[config.mk]
export PLATFORM = sky130hd
export DESIGN_NAME = sap_data_ram
export DESIGN_NICKNAME = d
export VERILOG_FILES = /design/src/rtl/sap_pkg.sv /design/src/rtl/sap_ram_clear_fsm.sv /design/src/rtl/sap_data_ram.sv
export SDC_FILE = /design/constraint.sdc
export NUM_CORES = 1
export LEC_CHECK = 0
export BUFFER_PORTS_ARGS = -buffer_cell sky130_fd_sc_hd__buf_4
export CAP_MARGIN = 40
export CORE_MARGIN = 2
export CORE_UTILIZATION = 40
export DETAILED_ROUTE_END_ITERATION = 10
export PLACE_DENSITY = 0.61
export REMOVE_ABC_BUFFERS = 1
export SLEW_MARGIN = 20
export SYNTH_ARGS = -nofsm -noshare
export SYNTH_HDL_FRONTEND = slang
export SYNTH_SLANG_ARGS = --single-unit
[constraint.sdc]
create_clock -name clk -period 1.78 [get_ports clk]
set_input_delay 0.267 -clock clk [delete_from_list [all_inputs] [get_ports clk]]
set_output_delay 0.267 -clock clk [all_outputs]
set_load 0.005 [all_outputs]
[src/rtl/sap_pkg.sv]
// Shared SAP datapath definitions: default data-RAM geometry and the
// state encoding of the data-RAM clear engine.
package sap_pkg;

   localparam int SAP_DATA_W = 8;
   localparam int SAP_ADDR_W = 4;

   typedef enum logic {
      RAM_CLEAR = 1'b0,
      RAM_IDLE  = 1'b1
   } ram_state_t;

endpackage

[src/rtl/sap_ram_clear_fsm.sv]
// Clear engine for sap_data_ram. Walks a pointer over every address,
// writing zero once per cycle, after reset and whenever a clear is requested
// from idle. While a clear runs, busy tells the top level to drop accesses.
module sap_ram_clear_fsm
   import sap_pkg::*;
#(
   parameter int DATA_W = SAP_DATA_W,
   parameter int ADDR_W = SAP_ADDR_W
) (
   input  logic              clk,
   input  logic              rst_n,
   input  logic              clr_req,
   output logic              busy,
   output logic              clr_we,
   output logic [ADDR_W-1:0] clr_addr,
   output logic [DATA_W-1:0] clr_data
);

   localparam logic [ADDR_W-1:0] LAST_ADDR = '1;

   ram_state_t        state, state_nxt;
   logic [ADDR_W-1:0] clr_ptr, clr_ptr_nxt;

   // State and pointer registers; reset lands in a clear from address 0.
   always_ff @(posedge clk or negedge rst_n) begin
      if (!rst_n) begin
         state   <= RAM_CLEAR;
         clr_ptr <= '0;
      end else begin
         state   <= state_nxt;
         clr_ptr <= clr_ptr_nxt;
      end
   end

   // Next state: clear runs DEPTH cycles and ignores clr_req; idle re-arms on it.
   always_comb begin
      state_nxt   = state;
      clr_ptr_nxt = clr_ptr;
      clr_we      = 1'b0;
      case (state)
         RAM_CLEAR: begin
            clr_we      = 1'b1;
            clr_ptr_nxt = clr_ptr + 1'b1;   // wraps to 0 after the last word
            if (clr_ptr == LAST_ADDR) state_nxt = RAM_IDLE;
         end
         RAM_IDLE: begin
            clr_ptr_nxt = '0;
            if (clr_req) state_nxt = RAM_CLEAR;
         end
         default: begin
            state_nxt   = RAM_CLEAR;
            clr_ptr_nxt = '0;
         end
      endcase
   end

   assign busy     = (state == RAM_CLEAR);
   assign clr_addr = clr_ptr;
   assign clr_data = '0;

endmodule

[src/rtl/sap_data_ram.sv]
// Parametrised single-clock SAP data RAM: one write port, one registered
// read port with rd_valid, and a hardware clear engine that zeroes the
// array after reset and on clr_req. Accesses arriving during a clear are
// dropped and flagged on access_drop the following cycle.
// Build option: define SAP_RAM_WR_BYPASS_EN for write-first behaviour on a
// same-address read/write; otherwise the read returns the old word.
module sap_data_ram
   import sap_pkg::*;
#(
   parameter int DATA_W = SAP_DATA_W,
   parameter int ADDR_W = SAP_ADDR_W
) (
   input  logic              clk,
   input  logic              rst_n,
   input  logic              wr_en,
   input  logic [ADDR_W-1:0] write_addr,
   input  logic [DATA_W-1:0] data_in,
   input  logic              rd_en,
   input  logic [ADDR_W-1:0] read_addr,
   output logic [DATA_W-1:0] data_out,
   output logic              rd_valid,
   input  logic              clr_req,
   output logic              busy,
   output logic              access_drop
);

   localparam int DEPTH = 2 ** ADDR_W;

   logic [DATA_W-1:0] mem [DEPTH];
   logic              clr_we;
   logic [ADDR_W-1:0] clr_addr;
   logic [DATA_W-1:0] clr_data;
   logic              wr_ok, rd_ok;
   logic [DATA_W-1:0] rd_word;

   sap_ram_clear_fsm #(
      .DATA_W (DATA_W),
      .ADDR_W (ADDR_W)
   ) u_clear (
      .clk      (clk),
      .rst_n    (rst_n),
      .clr_req  (clr_req),
      .busy     (busy),
      .clr_we   (clr_we),
      .clr_addr (clr_addr),
      .clr_data (clr_data)
   );

   // User accesses only reach the array when the clear engine is idle.
   assign wr_ok = wr_en & ~busy;
   assign rd_ok = rd_en & ~busy;

   // Array write port: the clear engine owns it while busy.
   always_ff @(posedge clk) begin
      if (clr_we)     mem[clr_addr]   <= clr_data;
      else if (wr_ok) mem[write_addr] <= data_in;
   end

   // Read word selection, including same-address collision policy.
   always_comb begin
      rd_word = mem[read_addr];
`ifdef SAP_RAM_WR_BYPASS_EN
      if (wr_en && (write_addr == read_addr)) rd_word = data_in;
`else
`endif
   end

   // Registered read data, valid qualifier and dropped-access pulse.
   always_ff @(posedge clk or negedge rst_n) begin
      if (!rst_n) begin
         data_out    <= '0;
         rd_valid    <= 1'b0;
         access_drop <= 1'b0;
      end else begin
         rd_valid    <= rd_ok;
         access_drop <= busy & (wr_en | rd_en);
         if (rd_ok) data_out <= rd_word;
      end
   end

endmodule

# Word-level counts from Yosys, hierarchy flattened
# Memory sizes are Yosys's and may differ from the RTL's. A register that Yosys moved wholly into a read port is not among the register bits.
# Index checks and enable logic that the tools add are counted.
dict set report word_totals {
  ff_bits 7
  ramBits 128
  inputBits 21
  output_inout_bits 11
  elab_cells 25
  n_memories 1
}
# memory depth word_bits rd rd_clocked_by_memory_dff write_ports line_no
set memory_table {}
lappend memory_table {mem 16 8 1 1 1 sap_data_ram.sv:29} ;# logic [DATA_W-1:0] mem [DEPTH];
dict set report op_classes {
  addsub 1
  eq_ne 1
  muxes 11
  bitwise_logic 5
  n_reduce_logical 2
}
# cell n
set ops {}
lappend ops {{2-to-1 mux 8 bit} 1}
lappend ops {{case mux 4 bit (2 select lines)} 1}
lappend ops {{OR reduction 8 bit} 1}
lappend ops {{2-to-1 mux 1 bit} 7}
lappend ops {{adder 4 x 1 -> 4 bit, second input constant} 1}
lappend ops {{== test 4 bit, second input constant} 1}
lappend ops {{2-to-1 mux 4 bit} 1}
lappend ops {{bitwise AND 1 bit} 3}
lappend ops {{case mux 1 bit (2 select lines)} 1}
lappend ops {{zero test 1 bit} 1}
lappend ops {{NOT 1 bit} 1}
lappend ops {{OR 1 bit} 1}

# Longest topological paths before layout
dict set report logic_depth {
  word_depth 6
  depth_mapped 6
  mapped_depth_nobuf 4
}

# By module
# A second synthesis with hierarchy kept.
dict set report unflattened {
  cells_unflattened 375
  hier_area_um2 5925.7
}
# module n_inst cells_per_inst area_per_inst_um2 seq_area_each_um2
set modules_own_cells {}
lappend modules_own_cells {sap_data_ram 1 348 5641.7 4093.9}
lappend modules_own_cells {sap_ram_clear_fsm 1 27 284.0 125.1}

# Worst setup path after synthesis
# No wires, ideal clock.
dict set report synth_timing {
  path_kind {flip-flop to flip-flop}
  startpoint {reg u_clear.state}
  endpoint {mem mem[5][0] (netlist bit) (enable)}
  setup_ns 0.370
  arrival_time_ns 1.236
  required_ns 1.410
  setup_slack_ns 0.174
  path_stages_with_launch 5
  period_less_slack_ns 1.606
  cell_sequence {dfrtp_1 > buf_2 > nor3b_1 > a31oi_1 > nor2_1}
}
dict set report synth_between {
  elab_chain_len 6
  word_cells_on_any_way 8
  classes_between {mux (6); bitwise (1); reduce/logical (1)}
}
# element line_no
set synth_lines {}
lappend synth_lines {{start: declaration} sap_ram_clear_fsm.sv:21} ;# ram_state_t state, state_nxt;
lappend synth_lines {{start signal: assignment} sap_ram_clear_fsm.sv:30} ;# state <= state_nxt;
lappend synth_lines {{bitwise AND 1 bit} sap_data_ram.sv:50} ;# assign wr_ok = wr_en & ~busy;
lappend synth_lines {{2-to-1 mux 1 bit} sap_data_ram.sv:56} ;# else if (wr_ok) mem[write_addr] <= data_in;
lappend synth_lines {{2-to-1 mux 1 bit} sap_data_ram.sv:55} ;# if (clr_we) mem[clr_addr] <= clr_data;
lappend synth_lines {{2-to-1 mux 1 bit (not written as such)} sap_data_ram.sv:56}
lappend synth_lines {{OR reduction 8 bit (no source line)} n/a}
lappend synth_lines {{2-to-1 mux 4 bit (no source line) or 2-to-1 mux 1 bit (tied branches)} n/a}
lappend synth_lines {{end: declaration} sap_data_ram.sv:29}
# Parallel ways exist; a longest one is shown, timed or not.

# Worst setup path after layout
dict set report layout_timing {
  startpoint {reg u_clear.state}
  endpoint {mem mem[8][3] (netlist bit) (enable)}
}
# Same word-level chain as after synthesis.

==> reports/results.ini <==
[drt]
wl_met3_um=781
vias=3311
top_layer=met4
drc=0
drt-wirelength-per-cell_um=20.7
ant_nets=0
avgViaCountPerCell=5.35
wl_met1_um=5750
wl_met2_um=6030
drt-initial-drc-count=392
wirelength_um=12800
first_pass_iters=4

[synth]
synthTopCellsByCount=128 x edfxtp_1, 64 x mux2i_1, 29 x nand2_1, 26 x nor2_1, 24 x a22oi_1
async_reset_ff_share_pct=10.5
synthAdderAreaFrac_pct=0.217
ys_seq_area_share_pct=73.1
yosys_register_bits=143
syn_area_mm2=0.00577
synth_compound_area_share_pct=4.16
synth_top_area_share_pct=66.6
synth_xor_area_share_pct=0.303
synthCells=365
synth.area.mux_share_pct=11.1
synth-simple-area-share_pct=8.19
synth_top_cell_by_area=edfxtp_1
yosys-top-cells-area=edfxtp_1 67%, mux2i_1 11%, dfrtp_1 6.5%, a22oi_1 3.1%, nand2_1 1.9%
synth_edf_count=128
ys.flop_type=edfxtp_1
synth_top_family_by_area=multiplexers
syn_area_per_cell_um2=15.8
synth.most_common_cell=edfxtp_1
ys_warn_count=0
synth.distinct_cells=30

[timing]
worst_slack_ns=0.0732
finalHoldViolCount=0
fin_setup_tns_ns=0
holdWs_ns=0.0361
setup_viol=0
post-route-period-util_pct=95.9
grt_setup_unrepaired=yes
finalCriticalPeriod_ns=1.71
worst_pin_slew_ns=0.760
slew_viol_final=0
fmax_mhz=586
fin_worst_skew_ns=0.00604
slew_headroom_pct=49.3

[global_routing]
track_usage_pct=17.8
grt_max_degree=34
grt_overflow_total=0
grt_pass1_wl_um=19200
grt_pass1_vias=3306
antenna_found_initial=0

[clocking]
ctsRootBufferMaster=clkbuf_16
postCtsSetupBuffers=0
insertion_delay_ns=0.41
ctsHtreeMaxLevel=4
clock-sinks=143
numCtsBuffers=17
cts.clk_slew.worst_paths_ns=0.05
cts_tree=done
clockBufferDepth=2

[layout]
area_growth_pct=21.2
layout.nets=449
drive_gt1_share_pct=23.5
fin_area_mm2=0.00699
antennaDiodeCount=0
final_cells=619

[critical_path]
cpPeakStageDelay_ns=0.39
worstPathMaxFanout=8
cp.required_ns=1.84
cpMostUsedCell=nor2_2
crit_path_start_kind=flip-flop
crit_chain=buf_4 > inv_1 > nor2_2 > a32oi_2 > nor2_2
end_kind=flip-flop
critPathSlowestCell=nor2_2
critPathBufInv=2
critPathArrivalTime_ns=1.77
cp_top_family=simple AND/OR/NAND/NOR gates
path_class=flip-flop to flip-flop

[min_path]
hold_class=input port to flip-flop

[run_status]
status=finished, final reports clean

[power_and_ir_drop]
peakVddDrop_mv=0.736
leakagePower_nw=2.64
power.density_mw_per_mm2=1470

[floorplanning]
io_pins=32
start_util_pct=41.3
die_h_um=124
fp-row-count=43
core_mm2=0.0140
die_area_mm2=0.0154
die_x_um=124

[place]
dp.cells=587
gp_congestion=0.835
dpl_cell_area_mm2=0.00632
pre_cts_slack_ns=-0.221
port_buffers=31
hpwl_um=8640

[run]
drv_cap=0

-- where the power goes --
part / internal, mW / leakage (nW) / switching, mW
Clock: 2.17 / 0.277 / 1.21
Combinational: 0.791 / 0.988 / 1.29
Sequential: 4.51 / 1.38 / 0.275
Total: 7.47 / 2.64 / 2.78
-- cell type report --
cell class / count / area [um^2]
Sequential cell: 143 / 4220
Fill cell: 1187 / 6990
Clock buffer: 22 / 444
Timing Repair Buffer: 61 / 485
Inverter: 4 / 15.0
Clock inverter: 9 / 118
Multi-Input combinational cell: 200 / 1490
Tap cell: 180 / 225
-- cell families after synthesis --
group                      count (synthesis)
xor gates and xnor gates                   2
AOI/OAI and AO/OA                         33
DFF                                      143
adders and majority gates                  1
buffers and inverters                     22
and+or+nand+nor                          100
muxes                                     64
-- state kept, by name, summed over array words and instances (netlist names) --
name              cells
data_out              8
access_drop           1
u_clear.clr_addr      4
rd_valid              1
u_clear.state         1
mem                 128
-- metal layers --
layer | global-route usage [%] | vias up
li1 | - | 1523
met1 | 24.8 | 1680
met2 | 26.7 | 96
met3 | 4.44 | 12
met4 | 7.23 | 0
met5 | 0 | -
-- metrics by stage --
step / utilization [%] / total power [mW]
2_1_floorplan: - / 5.68
3_3_place_gp: 45.0 / 6.67
3_5_place_dp: 45.2 / 6.74
4_1_cts: 49.4 / 10.2
5_1_grt: 50.0 / 10.7
6_report: 50.0 / 10.2
-- placed cells by master, fill, tap and decap left out, drive strengths merged, types with 4 or more instances in the layout --
| cell | count |
|---|---|
| a31oi | 5 |
| clkinv | 6 |
| nand4 | 8 |
| nand3 | 17 |
| mux2i | 64 |
| a22oi | 24 |
| clkbuf | 22 |
| buf | 60 |
| nor2 | 27 |
| inv | 4 |
| dfrtp | 15 |
| edfxtp | 128 |
| and3 | 9 |
| nor2b | 4 |
| nand2 | 29 |
-- path summary, 6_finish.rpt --
kind	start	end	slack, ns	cells past startpoint
setup / recovery	u_clear.state	mem[8][3]	0.07	5
hold / removal	clr_req	u_clear.state	0.04	2
setup reg to reg	u_clear.state	mem[8][3]	0.07	5
hold reg to reg	data_out[4]	data_out[4]	0.52	2
max in group asynchronous	rst_n	data_out[3]	1.32	2
min in group asynchronous	rst_n	u_clear.clr_addr[2]	0.26	2
-- timing repair --
action,in CTS,in global routing
pin swaps,0,0
hold buffers,1,0
gates cloned,0,0
endpoints found under the setup margin,64,103
gates resized for setup,6,19
endpoints found under the hold margin,15,0
-- worst register-to-register path: cells and delay by family, from the launching register on --
family          cells  cell delay (ns)
buf+inv             2             0.22
simple gates        2             0.55
flops               1             0.38
compound gates      1             0.20
Power figures use the tool's default switching activity.
